### src/rtl/ex_stage_muldiv_if.sv
`default_nettype none
// +--------------------------------------------------------------------------+
// | ex_stage_muldiv_if : ID/EX inputs and EX/MEM outputs of ex_stage_muldiv   |
// | Rev 1.0                                                                  |
// +--------------------------------------------------------------------------+
interface ex_stage_muldiv_if;
  logic        IDtoEX_valid;
  logic [31:0] IDtoEX_PC4;
  logic [31:0] IDtoEX_ReadData1;
  logic [31:0] IDtoEX_ReadData2;
  logic [31:0] IDtoEX_SignExtImm;
  logic [4:0]  IDtoEX_Rt;
  logic [4:0]  IDtoEX_Rd;
  logic        ALUSrc;
  logic        RegDst;
  logic [3:0]  ALUCtrl;
  logic        Branch;
  logic        MemWrite;
  logic        MemRead;
  logic        RegWrite;
  logic        MemtoReg;
  logic        EX_flush;
  logic        EX_stall;
  logic        EXtoMEM_valid;
  logic        EXtoMEM_zero;
  logic [31:0] EXtoMEM_ALUresult;
  logic [31:0] EXtoMEM_WriteData;
  logic [4:0]  EXtoMEM_Rt;
  logic [31:0] EXtoMEM_Branch_Addr;
  logic [4:0]  EXtoMEM_RegDest;
  logic        EXtoMEM_Branch;
  logic        EXtoMEM_MemWrite;
  logic        EXtoMEM_MemRead;
  logic        EXtoMEM_RegWrite;
  logic        EXtoMEM_MemtoReg;

  modport master (
    output IDtoEX_valid, IDtoEX_PC4, IDtoEX_ReadData1, IDtoEX_ReadData2,
           IDtoEX_SignExtImm, IDtoEX_Rt, IDtoEX_Rd, ALUSrc, RegDst, ALUCtrl,
           Branch, MemWrite, MemRead, RegWrite, MemtoReg, EX_flush,
    input  EX_stall, EXtoMEM_valid, EXtoMEM_zero, EXtoMEM_ALUresult,
           EXtoMEM_WriteData, EXtoMEM_Rt, EXtoMEM_Branch_Addr, EXtoMEM_RegDest,
           EXtoMEM_Branch, EXtoMEM_MemWrite, EXtoMEM_MemRead, EXtoMEM_RegWrite,
           EXtoMEM_MemtoReg
  );

  modport slave (
    input  IDtoEX_valid, IDtoEX_PC4, IDtoEX_ReadData1, IDtoEX_ReadData2,
           IDtoEX_SignExtImm, IDtoEX_Rt, IDtoEX_Rd, ALUSrc, RegDst, ALUCtrl,
           Branch, MemWrite, MemRead, RegWrite, MemtoReg, EX_flush,
    output EX_stall, EXtoMEM_valid, EXtoMEM_zero, EXtoMEM_ALUresult,
           EXtoMEM_WriteData, EXtoMEM_Rt, EXtoMEM_Branch_Addr, EXtoMEM_RegDest,
           EXtoMEM_Branch, EXtoMEM_MemWrite, EXtoMEM_MemRead, EXtoMEM_RegWrite,
           EXtoMEM_MemtoReg
  );
endinterface
`default_nettype wire

### src/rtl/ex_stage_muldiv.sv
`default_nettype none
// +--------------------------------------------------------------------------+
// | ex_stage_muldiv : EX stage + EX/MEM register, optional iterative MUL/DIV  |
// | (enabled by EX_MULDIV_EN).  Rev 1.0                                      |
// +--------------------------------------------------------------------------+
module ex_stage_muldiv (
  input  wire logic         clk,
  input  wire logic         reset_n,
  ex_stage_muldiv_if.slave  bus
);
  logic [31:0] w_a, w_b, w_alu;
  logic        w_stall, w_valid_d;

  assign w_a = bus.IDtoEX_ReadData1;
  assign w_b = bus.ALUSrc ? bus.IDtoEX_SignExtImm : bus.IDtoEX_ReadData2;

`ifdef EX_MULDIV_EN
  typedef enum logic [1:0] {
    S_IDLE = 2'd0,
    S_MUL  = 2'd1,
    S_DIV  = 2'd2,
    S_DONE = 2'd3
  } state_t;

  state_t      state_q, state_d;
  logic [63:0] acc_q, acc_d;
  logic [31:0] opb_q, opb_d, hi_q, hi_d, lo_q, lo_d;
  logic [5:0]  cnt_q, cnt_d;
  logic        neg_res_q, neg_res_d, neg_rem_q, neg_rem_d;
  logic        divz_q, divz_d, isdiv_q, isdiv_d;

  logic        w_is_mul, w_is_div, w_signed, w_start;
  logic [31:0] w_mag_a, w_mag_b, w_rem_n, w_quo, w_rem;
  logic [32:0] w_sum, w_shl, w_sub;
  logic [63:0] w_prod;
  logic        w_ge;

  assign w_is_mul = (bus.ALUCtrl == 4'b1000) || (bus.ALUCtrl == 4'b1001);
  assign w_is_div = (bus.ALUCtrl == 4'b1010) || (bus.ALUCtrl == 4'b1011);
  assign w_signed = ~bus.ALUCtrl[0];
  assign w_start  = (state_q == S_IDLE) && bus.IDtoEX_valid && (w_is_mul || w_is_div)
                    && !bus.EX_flush;
  assign w_stall  = w_start || (!bus.EX_flush && ((state_q == S_MUL) || (state_q == S_DIV)));

  assign w_mag_a = (w_signed && w_a[31]) ? (32'd0 - w_a) : w_a;
  assign w_mag_b = (w_signed && w_b[31]) ? (32'd0 - w_b) : w_b;

  // acc holds {HI,LO} while multiplying and {remainder,quotient} while dividing
  assign w_sum   = {1'b0, acc_q[63:32]} + (acc_q[0] ? {1'b0, opb_q} : 33'd0);
  assign w_shl   = acc_q[63:31];
  assign w_sub   = w_shl - {1'b0, opb_q};
  assign w_ge    = ~w_sub[32];
  assign w_rem_n = w_ge ? w_sub[31:0] : w_shl[31:0];

  assign w_prod = neg_res_q ? (64'd0 - acc_q) : acc_q;
  assign w_quo  = divz_q ? 32'hFFFF_FFFF : (neg_res_q ? (32'd0 - acc_q[31:0]) : acc_q[31:0]);
  assign w_rem  = neg_rem_q ? (32'd0 - acc_q[63:32]) : acc_q[63:32];

  always_comb begin
    state_d   = state_q;
    acc_d     = acc_q;
    opb_d     = opb_q;
    cnt_d     = cnt_q;
    hi_d      = hi_q;
    lo_d      = lo_q;
    neg_res_d = neg_res_q;
    neg_rem_d = neg_rem_q;
    divz_d    = divz_q;
    isdiv_d   = isdiv_q;
    if (bus.EX_flush) begin
      state_d = S_IDLE;
    end else begin
      case (state_q)
        S_IDLE: begin
          if (w_start) begin
            acc_d     = {32'd0, (w_is_mul ? w_mag_b : w_mag_a)};
            opb_d     = w_is_mul ? w_mag_a : w_mag_b;
            cnt_d     = 6'd0;
            neg_res_d = w_signed && (w_a[31] ^ w_b[31]);
            neg_rem_d = w_signed && w_a[31];
            divz_d    = (w_b == 32'd0);
            isdiv_d   = w_is_div;
            state_d   = w_is_mul ? S_MUL : S_DIV;
          end
        end
        S_MUL: begin
          acc_d = {w_sum, acc_q[31:1]};
          cnt_d = cnt_q + 6'd1;
          if (cnt_q == 6'd31) state_d = S_DONE;
        end
        S_DIV: begin
          acc_d = {w_rem_n, acc_q[30:0], w_ge};
          cnt_d = cnt_q + 6'd1;
          if (cnt_q == 6'd31) state_d = S_DONE;
        end
        S_DONE: begin
          if (isdiv_q) begin
            hi_d = w_rem;
            lo_d = w_quo;
          end else begin
            hi_d = w_prod[63:32];
            lo_d = w_prod[31:0];
          end
          state_d = S_IDLE;
        end
        default: state_d = S_IDLE;
      endcase
    end
  end

  always_ff @(posedge clk or negedge reset_n) begin
    if (!reset_n) begin
      state_q   <= S_IDLE;
      acc_q     <= 64'd0;
      opb_q     <= 32'd0;
      cnt_q     <= 6'd0;
      hi_q      <= 32'd0;
      lo_q      <= 32'd0;
      neg_res_q <= 1'b0;
      neg_rem_q <= 1'b0;
      divz_q    <= 1'b0;
      isdiv_q   <= 1'b0;
    end else begin
      state_q   <= state_d;
      acc_q     <= acc_d;
      opb_q     <= opb_d;
      cnt_q     <= cnt_d;
      hi_q      <= hi_d;
      lo_q      <= lo_d;
      neg_res_q <= neg_res_d;
      neg_rem_q <= neg_rem_d;
      divz_q    <= divz_d;
      isdiv_q   <= isdiv_d;
    end
  end
`else
  assign w_stall = 1'b0;
`endif

  always_comb begin
    w_alu = 32'd0;
    case (bus.ALUCtrl)
      4'b0000: w_alu = w_a & w_b;
      4'b0001: w_alu = w_a | w_b;
      4'b0010: w_alu = w_a + w_b;
      4'b0110: w_alu = w_a - w_b;
      4'b0111: w_alu = {31'd0, ($signed(w_a) < $signed(w_b))};
      4'b1100: w_alu = ~(w_a | w_b);
`ifdef EX_MULDIV_EN
      4'b1101: w_alu = hi_q;
      4'b1110: w_alu = lo_q;
`endif
      default: w_alu = 32'd0;
    endcase
  end

  assign bus.EX_stall = w_stall;
  assign w_valid_d    = bus.IDtoEX_valid && !w_stall && !bus.EX_flush;

  always_ff @(posedge clk or negedge reset_n) begin
    if (!reset_n) begin
      bus.EXtoMEM_valid       <= 1'b0;
      bus.EXtoMEM_zero        <= 1'b0;
      bus.EXtoMEM_ALUresult   <= 32'd0;
      bus.EXtoMEM_WriteData   <= 32'd0;
      bus.EXtoMEM_Rt          <= 5'd0;
      bus.EXtoMEM_Branch_Addr <= 32'd0;
      bus.EXtoMEM_RegDest     <= 5'd0;
      bus.EXtoMEM_Branch      <= 1'b0;
      bus.EXtoMEM_MemWrite    <= 1'b0;
      bus.EXtoMEM_MemRead     <= 1'b0;
      bus.EXtoMEM_RegWrite    <= 1'b0;
      bus.EXtoMEM_MemtoReg    <= 1'b0;
    end else begin
      bus.EXtoMEM_valid       <= w_valid_d;
      bus.EXtoMEM_zero        <= (w_alu == 32'd0);
      bus.EXtoMEM_ALUresult   <= w_alu;
      bus.EXtoMEM_WriteData   <= bus.IDtoEX_ReadData2;
      bus.EXtoMEM_Rt          <= bus.IDtoEX_Rt;
      bus.EXtoMEM_Branch_Addr <= bus.IDtoEX_PC4 + {bus.IDtoEX_SignExtImm[29:0], 2'b00};
      bus.EXtoMEM_RegDest     <= bus.RegDst ? bus.IDtoEX_Rd : bus.IDtoEX_Rt;
      bus.EXtoMEM_Branch      <= w_valid_d && bus.Branch;
      bus.EXtoMEM_MemWrite    <= w_valid_d && bus.MemWrite;
      bus.EXtoMEM_MemRead     <= w_valid_d && bus.MemRead;
      bus.EXtoMEM_RegWrite    <= w_valid_d && bus.RegWrite;
      bus.EXtoMEM_MemtoReg    <= w_valid_d && bus.MemtoReg;
    end
  end
endmodule
`default_nettype wire

### src/flat_wrapper.sv
// flat-port wrapper written by rule: the top's interface ports become plain ports
module ex_stage_muldiv_flat 
  (clk, reset_n, bus_IDtoEX_valid, bus_IDtoEX_PC4, bus_IDtoEX_ReadData1, bus_IDtoEX_ReadData2, bus_IDtoEX_SignExtImm, bus_IDtoEX_Rt, bus_IDtoEX_Rd, bus_ALUSrc, bus_RegDst, bus_ALUCtrl, bus_Branch, bus_MemWrite, bus_MemRead, bus_RegWrite, bus_MemtoReg, bus_EX_flush, bus_EX_stall, bus_EXtoMEM_valid, bus_EXtoMEM_zero, bus_EXtoMEM_ALUresult, bus_EXtoMEM_WriteData, bus_EXtoMEM_Rt, bus_EXtoMEM_Branch_Addr, bus_EXtoMEM_RegDest, bus_EXtoMEM_Branch, bus_EXtoMEM_MemWrite, bus_EXtoMEM_MemRead, bus_EXtoMEM_RegWrite, bus_EXtoMEM_MemtoReg);
  ex_stage_muldiv_if bus_i ();
  input  wire logic clk;
  input  wire logic reset_n;
  input wire logic [$bits(bus_i.IDtoEX_valid)-1:0] bus_IDtoEX_valid;
  input wire logic [$bits(bus_i.IDtoEX_PC4)-1:0] bus_IDtoEX_PC4;
  input wire logic [$bits(bus_i.IDtoEX_ReadData1)-1:0] bus_IDtoEX_ReadData1;
  input wire logic [$bits(bus_i.IDtoEX_ReadData2)-1:0] bus_IDtoEX_ReadData2;
  input wire logic [$bits(bus_i.IDtoEX_SignExtImm)-1:0] bus_IDtoEX_SignExtImm;
  input wire logic [$bits(bus_i.IDtoEX_Rt)-1:0] bus_IDtoEX_Rt;
  input wire logic [$bits(bus_i.IDtoEX_Rd)-1:0] bus_IDtoEX_Rd;
  input wire logic [$bits(bus_i.ALUSrc)-1:0] bus_ALUSrc;
  input wire logic [$bits(bus_i.RegDst)-1:0] bus_RegDst;
  input wire logic [$bits(bus_i.ALUCtrl)-1:0] bus_ALUCtrl;
  input wire logic [$bits(bus_i.Branch)-1:0] bus_Branch;
  input wire logic [$bits(bus_i.MemWrite)-1:0] bus_MemWrite;
  input wire logic [$bits(bus_i.MemRead)-1:0] bus_MemRead;
  input wire logic [$bits(bus_i.RegWrite)-1:0] bus_RegWrite;
  input wire logic [$bits(bus_i.MemtoReg)-1:0] bus_MemtoReg;
  input wire logic [$bits(bus_i.EX_flush)-1:0] bus_EX_flush;
  output wire logic [$bits(bus_i.EX_stall)-1:0] bus_EX_stall;
  output wire logic [$bits(bus_i.EXtoMEM_valid)-1:0] bus_EXtoMEM_valid;
  output wire logic [$bits(bus_i.EXtoMEM_zero)-1:0] bus_EXtoMEM_zero;
  output wire logic [$bits(bus_i.EXtoMEM_ALUresult)-1:0] bus_EXtoMEM_ALUresult;
  output wire logic [$bits(bus_i.EXtoMEM_WriteData)-1:0] bus_EXtoMEM_WriteData;
  output wire logic [$bits(bus_i.EXtoMEM_Rt)-1:0] bus_EXtoMEM_Rt;
  output wire logic [$bits(bus_i.EXtoMEM_Branch_Addr)-1:0] bus_EXtoMEM_Branch_Addr;
  output wire logic [$bits(bus_i.EXtoMEM_RegDest)-1:0] bus_EXtoMEM_RegDest;
  output wire logic [$bits(bus_i.EXtoMEM_Branch)-1:0] bus_EXtoMEM_Branch;
  output wire logic [$bits(bus_i.EXtoMEM_MemWrite)-1:0] bus_EXtoMEM_MemWrite;
  output wire logic [$bits(bus_i.EXtoMEM_MemRead)-1:0] bus_EXtoMEM_MemRead;
  output wire logic [$bits(bus_i.EXtoMEM_RegWrite)-1:0] bus_EXtoMEM_RegWrite;
  output wire logic [$bits(bus_i.EXtoMEM_MemtoReg)-1:0] bus_EXtoMEM_MemtoReg;
  assign bus_i.IDtoEX_valid = bus_IDtoEX_valid;
  assign bus_i.IDtoEX_PC4 = bus_IDtoEX_PC4;
  assign bus_i.IDtoEX_ReadData1 = bus_IDtoEX_ReadData1;
  assign bus_i.IDtoEX_ReadData2 = bus_IDtoEX_ReadData2;
  assign bus_i.IDtoEX_SignExtImm = bus_IDtoEX_SignExtImm;
  assign bus_i.IDtoEX_Rt = bus_IDtoEX_Rt;
  assign bus_i.IDtoEX_Rd = bus_IDtoEX_Rd;
  assign bus_i.ALUSrc = bus_ALUSrc;
  assign bus_i.RegDst = bus_RegDst;
  assign bus_i.ALUCtrl = bus_ALUCtrl;
  assign bus_i.Branch = bus_Branch;
  assign bus_i.MemWrite = bus_MemWrite;
  assign bus_i.MemRead = bus_MemRead;
  assign bus_i.RegWrite = bus_RegWrite;
  assign bus_i.MemtoReg = bus_MemtoReg;
  assign bus_i.EX_flush = bus_EX_flush;
  assign bus_EX_stall = bus_i.EX_stall;
  assign bus_EXtoMEM_valid = bus_i.EXtoMEM_valid;
  assign bus_EXtoMEM_zero = bus_i.EXtoMEM_zero;
  assign bus_EXtoMEM_ALUresult = bus_i.EXtoMEM_ALUresult;
  assign bus_EXtoMEM_WriteData = bus_i.EXtoMEM_WriteData;
  assign bus_EXtoMEM_Rt = bus_i.EXtoMEM_Rt;
  assign bus_EXtoMEM_Branch_Addr = bus_i.EXtoMEM_Branch_Addr;
  assign bus_EXtoMEM_RegDest = bus_i.EXtoMEM_RegDest;
  assign bus_EXtoMEM_Branch = bus_i.EXtoMEM_Branch;
  assign bus_EXtoMEM_MemWrite = bus_i.EXtoMEM_MemWrite;
  assign bus_EXtoMEM_MemRead = bus_i.EXtoMEM_MemRead;
  assign bus_EXtoMEM_RegWrite = bus_i.EXtoMEM_RegWrite;
  assign bus_EXtoMEM_MemtoReg = bus_i.EXtoMEM_MemtoReg;
  ex_stage_muldiv u_core (.clk(clk), .reset_n(reset_n), .bus(bus_i));
endmodule
### config.mk
export PLATFORM = sky130hd
export DESIGN_NAME = ex_stage_muldiv_flat
export DESIGN_NICKNAME = d
export VERILOG_FILES = /design/src/rtl/ex_stage_muldiv_if.sv /design/src/rtl/ex_stage_muldiv.sv /design/src/flat_wrapper.sv
export SDC_FILE = /design/constraint.sdc
export NUM_CORES = 1
export LEC_CHECK = 0
export CORE_ASPECT_RATIO = 1.75
export CORE_UTILIZATION = 36
export DETAILED_ROUTE_END_ITERATION = 8
export SYNTH_ARGS = -nofsm -noshare
export SYNTH_HDL_FRONTEND = slang
export SYNTH_SLANG_ARGS = --single-unit
export TNS_END_PERCENT = 20
### constraint.sdc
create_clock -name clk -period 0.8 [get_ports clk]
set_clock_uncertainty 0.15 [all_clocks]
set_input_delay 0.12 -clock clk [delete_from_list [all_inputs] [get_ports clk]]
set_output_delay 0.12 -clock clk [all_outputs]
set_load 0.05 [all_outputs]
==> metrics.csv, run 1 <==
stage,metric,value,unit
synth,ys_ff_latch,113,
timing,worstMarginPinSlew,0.6863,ns
worst_setup_path,cp_max_fo,2,
die,start_util,36.56,%
finish,multi_input_area,9211,µm²
worst_setup_path,startpoint_type,primary input,
grt,grt_max_degree,40,
synth,yosysWarnings,0,
timing,period_minus_slack,4.377,ns
timing,slew_viol_final,0,
grt,grt_overflow,0,
timing,tns,-164.00,ns
timing,holdWs,-0.1986,ns
finish,nets,2291,
outcome,status,"complete, but fails checks",
cts,clock_sinks,113,
die,die-area,29110,µm²
synth,synth-main-ff-cell,dfrtp_1,
pwr,total_power,34.96,mW
worst_hold_path,hold_depth,2,
finish,ff_latch_area,2829,µm²
die,fp-row-count,81,
cts,tritoncts,yes,
die,die_y,225.0,µm
detailed_routing,drt_iter0_markers,910,
die,die_x,129.4,µm
grt,grt_pass1_wl,79100,µm
pwr,power.density,1584,nW/µm²
finish,nFillCells,1714,
grt,grt_util_met1,32.18,%
worst_setup_path,critPathCaptureType,flip-flop,
placed_design,placed_area,18120,µm²
detailed_routing,drc,0,
timing,fin_crit_sh,547.1,%
worst_setup_path,crit_type,in -> reg,
timing,setup_violations,186,
cts,postCtsHoldBufs,8,
synth,synth_cells,1179,
placed_design,dpl.hpwl,38600,µm
detailed_routing,viasPerCell,5.670,
synth,ys_seq_area_share,27.65,%
detailed_routing,ant_nets,0,
grt,use_met2,68.51,%
worst_setup_path,crit_chain,"clkdlybuf4s15_1, mux2i_4, inv_2, fa_2, o21bai_4, a21oi_4, xnor2_1, a221o_1, or4_4, or4_1, or4_4, or4_1, or4_4, nor4_4, and4_1",
finish,final_cell_area,22080,µm²
timing,rsz0062_at_grt,yes,
finish,utilization,78.92,%
timing,fmax,228.5,MHz
grt,grt_pass1_vias,14453,
worst_setup_path,cpMaxStageDelayCell,or4_4,
detailed_routing,drt_wl_total,56780,µm
placed_design,gp_congestion,0.9594,
cts,clock_path_buffers,2,
finish,drive_above_1_share,52.96,%
outcome,failed_checks,"negative hold slack, negative setup slack",
cts,clkTransAtPathRegs,0.06,ns
finish,areaGrowthSynthToFinish,115.9,%
timing,slew_headroom,54.25,%
synth,syn_area_per_cell,8.675,µm²
die,fp.coreArea,27970,µm²
synth,synth_fp_nets,1472,
grt,top_usage_layer,met2,
synth,synth_area,10230,µm²
cts,htree_levels,4,
grt,grtUsageMet3,7.882,%
cts,cts_root_buffer,clkbuf_16,
worst_setup_path,cp_common_cell,or4_4,
grt,antenna_found_initial,4,
placed_design,portBuffers,265,
detailed_routing,drtPass1Iterations,5,
synth,synth.distinct_cells,78,
detailed_routing,wl_per_cell,23.79,µm
worst_hold_path,worstHoldPathType,in -> reg,
worst_setup_path,critPathRequiredTime,1.03,ns
timing,hold_violations,14,
pwr,p_leak,10.23,nW
synth,synthArstFlopShare,100.0,%
grt,grtUsageTotal,37.28,%
cts,cts_buffers,17,
worst_setup_path,cpPeakStageDelay,0.57,ns
worst_setup_path,crit_arrival,4.61,ns
synth,synth_edf_count,0,
timing,worst_slack,-3.577,ns
flow_run,cap_violations,0,
pwr,vdd_drop_max,1.644,mV
detailed_routing,vias,13534,
die,ios,267,
[power by group]
group          internal [mW]  switching, mW
sequential              6.39          0.603
combinational           10.3           10.2
clock                   4.06           3.39
[metal layers]
metal	wire, µm	vias to the layer above
met2	29400	733
li1	-	5952
met3	3486	376
met1	16680	6471
met5	11	-
met4	7203	2
[logic make-up (layout without fill, tap and decap cells)]
family | after synthesis | in the layout | synth area share [%]
mux | 44 | 44 | 4.404
buf+inv | 163 | 995 | 6.227
xor+xnor | 46 | 46 | 3.939
flops | 113 | 113 | 27.65
fa+ha+maj | 140 | 140 | 17.35
simple gates | 317 | 317 | 15.64
compound gates | 355 | 355 | 24.76
other cells | 1 | 4 | 0.03667
[repair_timing]
action,4_1_cts,5_1_grt
pin swaps,139,102
endpoints found under the hold margin,142,14
gates resized for setup,425,171
setup buffers,85,37
endpoints found under the setup margin,185,185
[cells in the mapped netlist (18+ instances only)]
master	n	area, µm²
a221oi_1	19	166.4
ha_1	137	1714
a21o_1	23	172.7
inv_1	114	427.9
nor2b_1	18	112.6
clkbuf_1	36	135.1
o21ai_0	43	215.2
xnor2_1	34	297.8
nand2_1	53	198.9
a31oi_1	18	112.6
a221o_1	18	180.2
nor3_1	35	175.2
nor2_1	97	364.1
dfrtp_1	113	2828
mux2i_1	36	360.4
a21oi_1	77	385.4
nand3_1	21	105.1
[sequential cells by signal, indices dropped and copies added (netlist names)]
register,cells
u_core.bus.EXtoMEM_ALUresult,32
u_core.bus.EXtoMEM_Branch_Addr,32
u_core.bus.EXtoMEM_WriteData,32
u_core.bus.EXtoMEM_RegDest,5
u_core.bus.EXtoMEM_Rt,5
u_core.bus.EXtoMEM_Branch,1
u_core.bus.EXtoMEM_MemRead,1
u_core.bus.EXtoMEM_MemWrite,1
u_core.bus.EXtoMEM_MemtoReg,1
u_core.bus.EXtoMEM_RegWrite,1
u_core.bus.EXtoMEM_valid,1
u_core.bus.EXtoMEM_zero,1
[critical path: cells and delay by family]
family,cells,cell delay (ns)
mux,1,0.27
compound gates,3,0.65
buf+inv,2,0.36
fa+ha+maj,1,0.41
simple gates,7,2.64
xor+xnor,1,0.14
[layout by cell type (no fill, tap or decap), drive strengths merged, types with 36 or more instances in the layout]
cell type and n:
inv 121, a21oi 78, buf 704, nand2 53, nor2 97, o21ai 43
ha 137, dfrtp 113, clkdlybuf4s50 103, mux2i 36
[worst paths after layout]
kind,startpoint,endpoint,slack (ns)
min in group asynchronous,reset_n,u_core.bus.EXtoMEM_zero$_DFF_PN0_,0.11
worst max-delay path,bus_IDtoEX_ReadData2[1],u_core.bus.EXtoMEM_zero$_DFF_PN0_,-3.58
worst min-delay path,bus_IDtoEX_PC4[2],u_core.bus.EXtoMEM_Branch_Addr[2]$_DFF_PN0_,-0.20
max in group asynchronous,reset_n,u_core.bus.EXtoMEM_Branch_Addr[14]$_DFF_PN0_,0.12
[area by class of cell]
type	instances	share of cell area, %
diodes	3	0.03401
clock buffers	18	1.944
inverters	114	1.984
repair buffers	849	38.82
well taps	373	2.114
clock inverters	14	0.5611
flip-flops and latches	113	12.81
multi-input cells	903	41.73
[through the flow]
step                      setup slack (ns)  instances
after floorplan                     -3.677       1179
after global placement              -4.198       2236
after detailed placement            -4.272       2236
after CTS                           -3.440       2356
after global routing                -3.647       2387
final                               -3.577       2387
No activity file was read; power rests on OpenSTA's default activity.
==> run 2: changes to the inputs <==
Settings changed: SETUP_SLACK_MARGIN set to 0.2, SKIP_LAST_GASP set to 1.
==> run 2 against run 1 <==
The run still ends with negative hold slack, negative setup slack left. Combinational power down 4%. First-iteration DRC count fell by 18%. Global-route usage down 1.6 points. Die area did not move. Power down 2.7%. Wire length down 9.0%. Cell count down 0.80%. Clock power about the same. Non-clock buffer count is 17 lower. Critical endpoint unchanged.
==> metrics.csv, run 2 (same netlist as run 1, synthesis figures left out) <==
stage,metric,value,unit
outcome,status,"complete, but fails checks",
outcome,failed_checks,"negative hold slack, negative setup slack",
die,die_x,129.4,µm
detailed_routing,ant_nets,0,
worst_setup_path,cp_common_cell,buf_4,
placed_design,gp_congestion,0.9713,
worst_setup_path,crit_arrival,4.74,ns
detailed_routing,drc,0,
placed_design,portBuffers,265,
finish,final_common_cell,buf_4,
grt,grt_pass1_wl,75850,µm
die,die_y,225.0,µm
placed_design,placed_area,18190,µm²
finish,nFillCells,1840,
worst_setup_path,crit_buf_inv,9,
die,ios,267,
timing,slew_viol_final,0,
worst_hold_path,worstHoldPathType,in -> async,
timing,rsz0062_at_grt,yes,
finish,reg.largest.list,"u_core.bus.EXtoMEM_ALUresult (32), u_core.bus.EXtoMEM_Branch_Addr (32), u_core.bus.EXtoMEM_WriteData (32)",
detailed_routing,drtPass1Iterations,5,
die,fp-row-count,81,
detailed_routing,vias,12969,
detailed_routing,viasPerCell,5.477,
timing,hold_violations,127,
worst_setup_path,cpPeakStageDelay,0.65,ns
worst_setup_path,crit_type,in -> reg,
timing,fmax,222.6,MHz
worst_setup_path,path_delay_family,simple AND/OR/NAND/NOR gates,
worst_setup_path,startpoint_type,primary input,
detailed_routing,wl_per_cell,21.83,µm
finish,layout_common_cells,"buf_4, buf_12, clkdlybuf4s50_1",
finish,final_cell_area,21530,µm²
pwr,power.density,1581,nW/µm²
worst_setup_path,cp_max_fo,7,
timing,worst_slack,-3.693,ns
worst_setup_path,critPathCaptureType,flip-flop,
die,start_util,36.56,%
worst_setup_path,cpMaxStageDelayCell,o22ai_1,
pwr,p_leak,10.01,nW
cts,cts_root_buffer,clkbuf_16,
finish,drive_above_1_share,50.35,%
finish,multi_input_area,8869,µm²
die,fp.coreArea,27970,µm²
cts,clkTransAtPathRegs,0.06,ns
timing,slew_headroom,46.00,%
cts,postCtsHoldBufs,2,
finish,nets,2274,
cts,clock_path_buffers,2,
timing,fin_crit_sh,561.6,%
cts,tritoncts,yes,
cts,cts_buffers,17,
grt,grt_max_degree,31,
timing,holdWs,-0.3986,ns
placed_design,dpl.hpwl,38540,µm
grt,grt_overflow,0,
worst_setup_path,crit_chain,"buf_12, buf_4, buf_8, buf_12, buf_12, mux2i_1, buf_4, buf_4, ha_4, buf_4, inv_1, a21oi_2, a21oi_1, o22ai_1, nor2_1, xnor2_1, a221o_1, or4_1, or4_4, nor4_4, and4_1",
cts,htree_levels,4,
finish,ff_latch_area,2828,µm²
grt,grtUsageTotal,35.63,%
timing,worstMarginPinSlew,0.8100,ns
grt,grt_pass1_vias,13920,
die,die-area,29110,µm²
worst_setup_path,critPathRequiredTime,1.05,ns
pwr,vdd_drop_max,1.752,mV
finish,utilization,76.96,%
detailed_routing,drt_wl_total,51690,µm
flow_run,cap_violations,0,
cts,clock_sinks,113,
detailed_routing,drt_iter0_markers,748,
timing,setup_violations,180,
grt,antenna_found_initial,4,
timing,period_minus_slack,4.493,ns
finish,areaGrowthSynthToFinish,110.5,%
[run 2: cell count changes in the layout (fill, tap and decap cells not counted), moves of 7 or more]
cell             previous run  this run
buf_6                      83        56
clkdlybuf4s50_1           103       116
buf_4                     485       497
a21oi_4                    18        10
ha_1                       76        84
a21oi_1                    39        46
inv_1                      98       105
mux2i_2                     2         9
nor2_1                     77        84
[run 2: report_power, final]
part	internal, mW	switching [mW]
logic	10.0	9.58
clock network	4.04	3.38
registers	6.39	0.613
[run 2: repair_timing]
item                       4_1_cts  5_1_grt
buffers inserted                48       45
hold endpoints to repair       138      126
resized for setup              308      152
setup endpoints to repair      187      187
cloned                           0        0
pin swaps                      114       95
[run 2: how the worst max path moves through the flow]
stage,depth (start not counted),from,end
after global placement,16,bus_IDtoEX_SignExtImm[0],u_core.bus.EXtoMEM_zero$_DFF_PN0_
after detailed placement,16,bus_IDtoEX_SignExtImm[0],u_core.bus.EXtoMEM_zero$_DFF_PN0_
after global routing,21,bus_ALUSrc,u_core.bus.EXtoMEM_zero$_DFF_PN0_
after floorplan,17,bus_ALUSrc,u_core.bus.EXtoMEM_zero$_DFF_PN0_
final,21,bus_ALUSrc,u_core.bus.EXtoMEM_zero$_DFF_PN0_
after CTS,16,bus_ALUSrc,u_core.bus.EXtoMEM_zero$_DFF_PN0_
[run 2: layout make-up]
| type | count | share of cell area [%] |
|---|---|---|
| Antenna cell | 1 | 0.01162 |
| Tap cell | 373 | 2.168 |
| Clock buffer | 18 | 1.994 |
| Sequential cell | 113 | 13.14 |
| Timing Repair Buffer | 832 | 38.93 |
| Clock inverter | 14 | 0.5522 |
| Inverter | 114 | 2.011 |
| Multi-Input combinational cell | 903 | 41.20 |
[run 2: per-stage QoR]
stage | setup WS (ns) | std cells | hold WS [ns] | TNS [ns] | total power, mW
floorplan | -3.677 | 1179 | -0.3256 | -102.87 | 14.01
global placement | -4.141 | 2240 | 0.08659 | -158.69 | 22.98
detailed placement | -4.314 | 2240 | 0.08817 | -161.64 | 23.16
CTS | -3.458 | 2322 | -0.4004 | -156.63 | 32.35
global route | -3.760 | 2368 | -0.3912 | -168.69 | 35.25
finish | -3.693 | 2368 | -0.3986 | -162.20 | 34.03
[run 2: layer usage]
layer  wire length (µm)  GRT usage (%)
met2              27690          66.23
met1              15400          30.27
met4               5554          35.03
met3               3009          7.360
met5                 40              0
==> run 3: changes to the inputs <==
Settings changed: TNS_END_PERCENT 20 to 30.
==> run 3 against run 2 <==
Combinational power hardly changed. Non-clock buffer count is 11 higher. Setup slack better by 0.19 ns. Flip-flop and latch count stayed put. Global-route usage is 0.58 points lower. Clock power is 5.4% higher. Sequential share of layout area hardly changed. Critical path type unchanged. The run still ends with negative hold slack, negative setup slack left. Critical path depth is 5 lower.
==> metrics.csv, run 3 (same netlist as run 1, synthesis figures left out) <==
stage,metric,value,unit
outcome,status,"complete, but fails checks",
outcome,failed_checks,"negative hold slack, negative setup slack",
cts,tritoncts,yes,
placed_design,placed_area,18270,µm²
pwr,vdd_drop_max,1.459,mV
flow_run,cap_violations,0,
cts,clock_path_buffers,2,
pwr,power.density,1598,nW/µm²
finish,utilization,76.67,%
cts,cts_buffers,17,
detailed_routing,wl_per_cell,21.96,µm
timing,setup_violations,180,
finish,nets,2285,
detailed_routing,ant_nets,0,
timing,tns,-158.64,ns
detailed_routing,drtPass1Iterations,5,
placed_design,portBuffers,265,
pwr,power_switching,13.29,mW
worst_setup_path,cp_max_fo,4,
worst_setup_path,crit_type,in -> reg,
worst_setup_path,critPathRequiredTime,1.04,ns
cts,clock_sinks,113,
finish,areaGrowthSynthToFinish,109.7,%
cts,htree_levels,4,
finish,final_common_cell,buf_4,
timing,holdWs,-0.4179,ns
cts,postCtsHoldBufs,1,
die,die-area,29110,µm²
cts,cts_root_buffer,clkbuf_16,
timing,period_minus_slack,4.307,ns
finish,layout_common_cells,"buf_4, buf_12, dfrtp_1",
detailed_routing,drt_wl_total,52250,µm
die,fp-row-count,81,
pwr,p_leak,10.11,nW
worst_setup_path,critPathCaptureType,flip-flop,
detailed_routing,vias,13110,
cts,clkTransAtPathRegs,0.06,ns
pwr,combPwrFrac,56.8,%
grt,grt_max_degree,35,
timing,worst_slack,-3.507,ns
die,start_util,36.56,%
pwr,pwr-share-seq,20.4,%
grt,grt_pass1_wl,74910,µm
grt,grt_pass1_vias,13808,
placed_design,gp_congestion,0.9692,
worst_setup_path,crit_arrival,4.54,ns
timing,worstMarginPinSlew,0.7830,ns
grt,antenna_found_initial,3,
timing,slew_headroom,47.80,%
pwr,clockPowerShare,22.8,%
timing,rsz0062_at_grt,yes,
timing,slew_viol_final,0,
die,ios,267,
finish,drive_above_1_share,50.30,%
detailed_routing,drt_iter0_markers,741,
timing,fin_crit_sh,538.3,%
finish,final_cell_area,21450,µm²
finish,reg.largest.list,"u_core.bus.EXtoMEM_ALUresult (32), u_core.bus.EXtoMEM_Branch_Addr (32), u_core.bus.EXtoMEM_WriteData (32)",
die,die_x,129.4,µm
worst_setup_path,startpoint_type,primary input,
detailed_routing,drc,0,
placed_design,dpl.hpwl,38530,µm
grt,grtUsageTotal,35.05,%
die,die_y,225.0,µm
pwr,intPower,20.97,mW
timing,fmax,232.2,MHz
worst_hold_path,worstHoldPathType,in -> async,
grt,grt_overflow,0,
die,fp.coreArea,27970,µm²
pwr,swShare,38.78,%
detailed_routing,viasPerCell,5.511,
timing,hold_violations,134,
run 3: cell types whose count changed in the layout (fill, tap and decap cells not counted), moves of 6 or more:
| cell | previous run | this run |
|---|---|---|
| a21oi_1 | 46 | 52 |
| buf_6 | 56 | 74 |
| clkdlybuf4s50_1 | 116 | 97 |
| ha_1 | 84 | 93 |
| ha_4 | 46 | 37 |
| inv_6 | 8 | 1 |
run 3: per-stage QoR:
stage / instances / worst slack, ns / power [mW]
2_1_floorplan: 1179 / -3.677 / 14.03
3_3_place_gp: 2253 / -4.205 / 23.06
3_5_place_dp: 2253 / -4.285 / 23.23
4_1_cts: 2348 / -3.450 / 32.88
5_1_grt: 2379 / -3.578 / 35.46
6_report: 2379 / -3.507 / 34.26
run 3: worst max path at each step:
stage	start	endpoint	slack, ns	cells after the start
CTS	bus_ALUSrc	u_core.bus.EXtoMEM_zero$_DFF_PN0_	-3.45	16
global route	bus_ALUSrc	u_core.bus.EXtoMEM_zero$_DFF_PN0_	-3.58	16
detailed placement	bus_IDtoEX_SignExtImm[0]	u_core.bus.EXtoMEM_zero$_DFF_PN0_	-4.28	16
finish	bus_ALUSrc	u_core.bus.EXtoMEM_zero$_DFF_PN0_	-3.51	16
global placement	bus_IDtoEX_SignExtImm[0]	u_core.bus.EXtoMEM_zero$_DFF_PN0_	-4.21	16
floorplan	bus_ALUSrc	u_core.bus.EXtoMEM_zero$_DFF_PN0_	-3.68	17
run 3: layout make-up:
type	instances	area, µm²
diodes	2	5.005
clock buffers	19	442.9
clock inverters	12	136.4
fillers	1907	6526
inverters	114	427.9
multi-input cells	903	8671
flip-flops and latches	113	2828
well taps	373	466.7
repair buffers	843	8468
run 3: power groups by stage:
stage	clock network, mW	logic (mW)	registers [mW]
2_1_floorplan	0	4.96	9.08
3_3_place_gp	0	16.0	7.06
3_5_place_dp	0	16.2	7.07
4_1_cts	7.92	18.0	6.98
5_1_grt	8.13	20.3	7.02
6_report	7.82	19.5	6.97
run 3: worst max-delay path, cell delays in order:
cell,delay [ns]
buf_12,0.10
mux2i_4,0.23
inv_2,0.08
ha_4,0.17
fa_2,0.37
o21bai_4,0.16
a21oi_4,0.08
xnor2_1,0.14
a221o_1,0.38
or4_4,0.57
or4_1,0.41
or4_1,0.42
or4_1,0.42
or4_1,0.44
nor4_2,0.22
and4_1,0.23
run 3: per-layer routing:
metal	GRT usage [%]	vias up	share of wire (%)
met5	0	-	0.034
met4	33.20	2	11
met3	7.075	286	5.3
met2	65.70	612	53
met1	29.93	6262	31
li1	-	5948	-
run 3: timing repair:
item | CTS | global route
gates cloned | 1 | 0
hold endpoints to repair | 146 | 135
endpoints found under the setup margin | 187 | 186
buffers inserted | 62 | 29
resized for setup | 358 | 136
pin swaps | 106 | 90
